<file path="src/rtl/io_bus_ctrl.sv">
// IO bus controller: decodes CPU IO loads/stores onto four peripherals,
// stalls the pipeline until the device acks, and flags bus errors.
module io_bus_ctrl #(
   parameter int TIMEOUT = 15
) (
   input  logic         clock,
   input  logic         reset,
   input  logic         io_read,
   input  logic         io_write,
   input  logic [7:0]   io_addr,
   input  logic [31:0]  io_wdata,
   output logic [31:0]  io_rdata,
   output logic         io_stall,
   output logic [3:0]   dev_req,
   output logic         dev_we,
   output logic [3:0]   dev_addr,
   output logic [31:0]  dev_wdata,
   input  logic [3:0]   dev_ack,
   input  logic [127:0] dev_rdata,
   output logic         io_err,
   input  logic         err_clr
);

   localparam int CW = $clog2(TIMEOUT + 1);

   typedef enum logic [1:0] {IDLE, REQ, DONE} state_t;

   state_t          state, state_next;
   logic [1:0]      sel_q;
   logic [3:0]      addr_q;
   logic            we_q;
   logic [31:0]     wdata_q;
   logic [CW-1:0]   wait_cnt;
   logic            any_req, good_req, ack_hit, timed_out, err_set;

   // A conflicting read+write or an address outside the device window
   // skips REQ entirely and reports an error on the detect edge.
   always_comb begin
      any_req    = io_read | io_write;
      good_req   = (io_read ^ io_write) && (io_addr[7:6] == 2'b01);
      ack_hit    = dev_ack[sel_q];
      timed_out  = !ack_hit && (wait_cnt == CW'(TIMEOUT - 1));
      state_next = state;
      io_stall   = 1'b0;
      dev_req    = 4'b0000;
      dev_we     = 1'b0;
      dev_addr   = 4'h0;
      dev_wdata  = 32'h0;
      err_set    = 1'b0;
      case (state)
         IDLE: begin
            io_stall = any_req;
            if (good_req) begin
               state_next = REQ;
            end else if (any_req) begin
               state_next = DONE;
               err_set    = 1'b1;
            end
         end
         REQ: begin
            io_stall  = 1'b1;
            dev_req   = 4'b0001 << sel_q;
            dev_we    = we_q;
            dev_addr  = addr_q;
            dev_wdata = wdata_q;
            err_set   = timed_out;
            if (ack_hit || timed_out) state_next = DONE;
         end
         DONE:    state_next = IDLE;
         default: state_next = IDLE;
      endcase
   end

   always_ff @(posedge clock or posedge reset) begin
      if (reset) state <= IDLE;
      else       state <= state_next;
   end

   // Access fields are captured only in IDLE so the CPU may change its
   // request lines freely while the device transaction is in flight.
   always_ff @(posedge clock or posedge reset) begin
      if (reset) begin
         sel_q    <= 2'b00;
         addr_q   <= 4'h0;
         we_q     <= 1'b0;
         wdata_q  <= 32'h0;
         wait_cnt <= '0;
         io_rdata <= 32'h0;
         io_err   <= 1'b0;
      end else begin
         io_err <= err_set | (io_err & ~err_clr);
         if (state == IDLE && any_req) begin
            sel_q    <= io_addr[5:4];
            addr_q   <= io_addr[3:0];
            we_q     <= io_write;
            wdata_q  <= io_wdata;
            wait_cnt <= '0;
            if (!good_req && io_read) io_rdata <= 32'h0;
         end else if (state == REQ) begin
            if (ack_hit) begin
               if (!we_q) io_rdata <= dev_rdata[{sel_q, 5'b00000} +: 32];
            end else begin
               wait_cnt <= wait_cnt + CW'(1);
               if (timed_out && !we_q) io_rdata <= 32'hFFFF_FFFF;
            end
         end
      end
   end

endmodule

</file>
<file path="config.mk">
export PLATFORM = sky130hd
export DESIGN_NAME = io_bus_ctrl
export DESIGN_NICKNAME = d
export VERILOG_FILES = /design/src/rtl/io_bus_ctrl.sv
export SDC_FILE = /design/constraint.sdc
export NUM_CORES = 1
export LEC_CHECK = 0
export ABC_CLOCK_PERIOD_IN_PS = 3350
export BUFFER_PORTS_ARGS = -buffer_cell sky130_fd_sc_hd__buf_2
export CORE_ASPECT_RATIO = 0.8
export CORE_MARGIN = 3
export CORE_UTILIZATION = 40
export DETAILED_ROUTE_END_ITERATION = 16
export PLACE_DENSITY = 0.74
export SYNTH_ARGS = -nofsm -noshare
export SYNTH_HDL_FRONTEND = slang
export SYNTH_SLANG_ARGS = --single-unit
</file>
<file path="constraint.sdc">
create_clock -name clock -period 3.35 [get_ports clock]
set_clock_uncertainty 0.2 [all_clocks]
set_input_delay 0.67 -clock clock [delete_from_list [all_inputs] [get_ports clock]]
set_output_delay 0.67 -clock clock [all_outputs]
set_load 0.01 [all_outputs]
</file>
; After elaboration in Yosys (flattened, before gate mapping)
; Cells that the tools add are included.
[totals]
latch_bits = 0
memories = 0
regBits = 78
mem_bits_ro = 0
ramBits = 0
out_inout_bits = 75
wordCells = 63
[classes]
reduce_logical = 15
add_sub_neg = 1
n_shift = 2
mul = 0
eq_ne = 8
div = 0
order_cmp = 1
n_bitwise = 5
mux = 23
[ops]
columns = cell, n
row1 = $mux W32, 7
row2 = $shiftx A128 B8 Y32, 1
row3 = $mux W4, 5
row4 = $mux W2, 3
row5 = $logic_and A1 B1 Y1, 5
row6 = $add A4 B1 Y4 const B, 1
row7 = $eq A2 B1 Y1 const B, 2
row8 = $eq A4 B4 Y1 const B, 1
row9 = $mux W1, 4
row10 = $ne A2 B1 Y1 const B, 2
row11 = $pmux W1 S2, 2
row12 = $pmux W2 S2, 1
row13 = $reduce_and A2 Y1, 2
row14 = $reduce_and A4 Y1, 1
row15 = $shl A1 B2 Y4 const A, 1
row16 = $logic_not A1 Y1, 3
row17 = $lt A2 B3 Y1 const B, 1
row18 = $ne A3 B2 Y1 const B, 1
row19 = $ne A3 B3 Y1 const B, 1
row20 = $reduce_bool A3 Y1, 1
row21 = $bmux W1 S2, 1
row22 = $logic_not A2 Y1, 1
row23 = $ne A2 B2 Y1 const B, 1
row24 = $or A1 B1 Y1, 2
row25 = other kinds (5), 5

; Longest topological paths before layout
[logic_depth]
depth_word = 9
mapped_depth = 7

; Worst setup path before layout
; No wires, ideal clock.
[synth_timing]
path_kind = in2out
from = input port io_read
to = output port io_stall
n_path_buf = 2
slack_ns = 0.780
path_stages = 6
arrival_ns = 1.700
cell_sequence = inv_1 ha_1 or3_1 clkbuf_1 clkbuf_1 nand2_1
[synth_between]
elab_chain_len = 2
[synth_lines]
columns = item, line_no
row1 = "start, declared", 8  ; input logic io_read,
row2 = $or A1 B1 Y1, 39  ; any_req = io_read | io_write;
row3 = $pmux W1 S2, 50  ; case (state)
row4 = "end, declared", 13  ; output logic io_stall,
; No other way between the ends.

; Final worst setup path
[layout_timing]
from = register state[0]
to = output port dev_wdata[28]
[layout_between]
elab_chain_len = 2
[layout_lines]
columns = item, line_no
row1 = "start, declared", 28  ; state_t state, state_next;
row2 = "start signal, assigned", 76  ; else state <= state_next;
row3 = $eq A2 B1 Y1, 50
row4 = $mux W32, 50
row5 = "end, declared", 17  ; output logic [31:0] dev_wdata,
; No other way between the ends.

==> summary.md <==
| Metric | Value |
|---|---|
| Status | completed |
| Deepest level of the CTS H-tree | 3 |
| Routed WL per cell | 16.5 µm |
| HPWL reported at the end of detailed placement | 9850 µm |
| Initial DRC Count | 214 |
| Worst rel slew slack | 0.382 |
| Number of synthesized register bits | 78 |
| Sum Neg Setup Slack | 0 ps |
| Post-synth EDFFs | 0 |
| Clock buffer depth | 2 |
| Area contributors post-synth | dfrtp_1 46%, mux4_2 17%, nand2_1 11% |
| Max Slew Vio Count | 0 |
| Share of the synthesized area in the top cell type | 0.459 |
| Largest net degree at the start of global routing | 45 |
| PwrDens | 803 nW/µm² |
| Top Ports | 252 |
| Clk root buf | clkbuf_16 |
| ANT nets after route | 0 |
| Core Area | 10300 µm² |
| Worst path max stage delay | 450 ps |
| Avg Synthesized Cell Area | 10.5 µm² |
| RSZ-0062 raised after global routing | no |
| Worst Path Buf+Inv | 2 |
| Setup violators final | 0 |
| CP delay by family, top | simple AND/OR/NAND/NOR gates |
| DIE AREA | 11900 µm² |
| Syn nets | 586 |
| Grt ovf | 0 |
| Number of global-route vias before repair | 4131 |
| Port Buffers | 251 |
| Slowest CP cell | dfrtp_1 |
| Growth of design area from synthesis to finish | 39.8% |
| Fmax | 359 MHz |
| Initial Util | 0.412 |
| Post-cts sizing count | 0 |
| Critical Path AT | 1910 ps |
| Post-synthesis sequential area ratio | 0.459 |
| Hold_buf cts | 0 |
| Total GRT Usage | 0.219 |
| Worst-path fanout max | 34 |
| Synth cell count leaders | 119 x nand2_1, 78 x dfrtp_1, 37 x and2_1 |
| Most common cell in the synthesized netlist | nand2_1 |
| HP Class | primary input to asynchronous set/reset pin |
| CTS tree | yes |
| Synth cell types | 33 |
| Crit path launch type | flop |
| Async SR Flop Fraction | 1.00 |
| Postcts setup bufs | 0 |
| WP data required | 2480 ps |
| Post-Route WL | 13100 µm |
| Least-Margin Pin Slew | 926 ps |
| Sink Count | 78 |
| Min Tclk post-route | 2780 ps |
| Initial antenna violation count | 3 |
| Share of cells above drive strength 1 | 0.488 |
| Largest area contributor in the netlist | dfrtp_1 |
| Area of the mapped netlist | 4250 µm² |
| Critical path cell sequence | nor2b_2, buf_4, and2_1, buf_2 |
| Nets | 826 |
| Reg clk slew, reported paths | 60 ps |
| Via density | 5.04 |
| Pleak | 3.22 nW |
| Mapped Cells | 406 |
| Die width | 121 µm |
| First-pass GRT wire length | 20700 µm |
| Critical path class | flop to primary output |
| Post-DP Area | 5590 µm² |
| Final routed DRC violation total | 0 |
| Final hold violations | 0 |
| DR pass1 iterations | 4 |
| Finished Cell Area | 5940 µm² |
| Via count | 3993 |
| MaxCap Viol Count | 0 |
| Total CTS buffers | 9 |
| Die Y | 98.2 µm |
| Std-Cell Rows | 33 |
| Yosys warns | 0 |
| Prevailing post-synth register cell | dfrtp_1 |
| Fin crit share | 0.830 |
| Worst VDD drop | 0.000459 V |
| RD Place Congestion | 0.813 |
| Worst setup EP type | primary output |
| Skew-Pair Late Insertion Delay | 330 ps |
per-layer routing:
metal  vias to the layer above  routed length [µm]  track usage
met5                         -                  11            0
met4                         2                 171       0.0594
met3                        17                1240       0.0666
met2                       201                6610        0.381
met1                      1894                5020        0.263
li1                       1879                   -            -
stage by stage:
| stage | hold WS [ps] | power [mW] | utilization | instances | worst slack (ps) |
|---|---|---|---|---|---|
| 4_1_cts | 132 | 4.84 | 0.575 | 791 | 536 |
| 3_3_place_gp | 251 | 3.62 | 0.542 | 775 | 673 |
| 6_report | 131 | 4.77 | 0.576 | 793 | 568 |
| 3_5_place_dp | 255 | 3.68 | 0.542 | 775 | 600 |
| 2_1_floorplan | 237 | 3.04 | - | 406 | 485 |
| 5_1_grt | 150 | 5.11 | 0.576 | 793 | 417 |
kinds of logic (layout without fill, tap and decap cells):
group	after synthesis	count (layout)	share of synthesized area
compound gates	43	43	0.0874
buf+inv	35	280	0.0435
simple gates	210	210	0.217
mux	37	37	0.184
flops	78	78	0.459
other cells	0	2	0
fa+ha+maj	3	3	0.00883
cell usage in the layout (no fill, tap or decap), types with 4 or more instances in the layout:
| cell type | netlist | layout |
|---|---|---|
| buf_4 | 1 | 9 |
| dfrtp_1 | 78 | 77 |
| nor2_1 | 36 | 36 |
| nand3_1 | 4 | 4 |
| and2_1 | 37 | 37 |
| o2bb2ai_1 | 31 | 31 |
| buf_2 | 3 | 251 |
| o21ai_0 | 4 | 4 |
| nand2_1 | 119 | 119 |
| clkbuf_16 | 0 | 9 |
| mux4_2 | 33 | 33 |
where the power goes:
part	internal, mW	leakage (nW)	switching (mW)	total [mW]
clock	0.747	0.172	0.379	1.13
combinational	0.946	2.04	1.08	2.02
sequential	1.37	1.01	0.257	1.62
sequential cells by signal, summed over array words and instances, names as in the netlist:
| register | count |
|---|---|
| wdata_q | 32 |
| io_err | 1 |
| we_q | 1 |
| wait_cnt | 4 |
| sel_q | 2 |
| io_rdata | 32 |
| addr_q | 4 |
| state | 2 |
layout make-up:
| type | count | area [µm²] |
|---|---|---|
| antenna | 2 | 5.00 |
| clock buffer | 10 | 239 |
| clock inverter | 6 | 109 |
| fill | 945 | 4380 |
| inverter | 4 | 16.3 |
| multi-input combinational | 293 | 2120 |
| sequential | 78 | 1950 |
| tap | 140 | 175 |
| timing repair buffer | 260 | 1320 |
worst reg2reg max path: cells and delay by family (launching register included):
family             cells  cell delay, ps
DFF                    1             470
AOI/OAI and AO/OA      3            1140
muxes                  1             560
worst paths after layout:
path | startpoint | slack, ps | cells after the start | endpoint
worst max-delay path | state[0] | 570 | 4 | dev_wdata[28]
max in group asynchronous | reset | 2100 | 3 | wdata_q[9]
min in group clock | wdata_q[25] | 260 | 2 | wdata_q[25]
worst max register to register | sel_q[0] | 890 | 4 | io_rdata[22]
worst min-delay path | reset | 130 | 2 | io_rdata[6]
worst min register to register | wdata_q[25] | 260 | 2 | wdata_q[25]
Note: power is estimated with default switching activity, not from simulation.
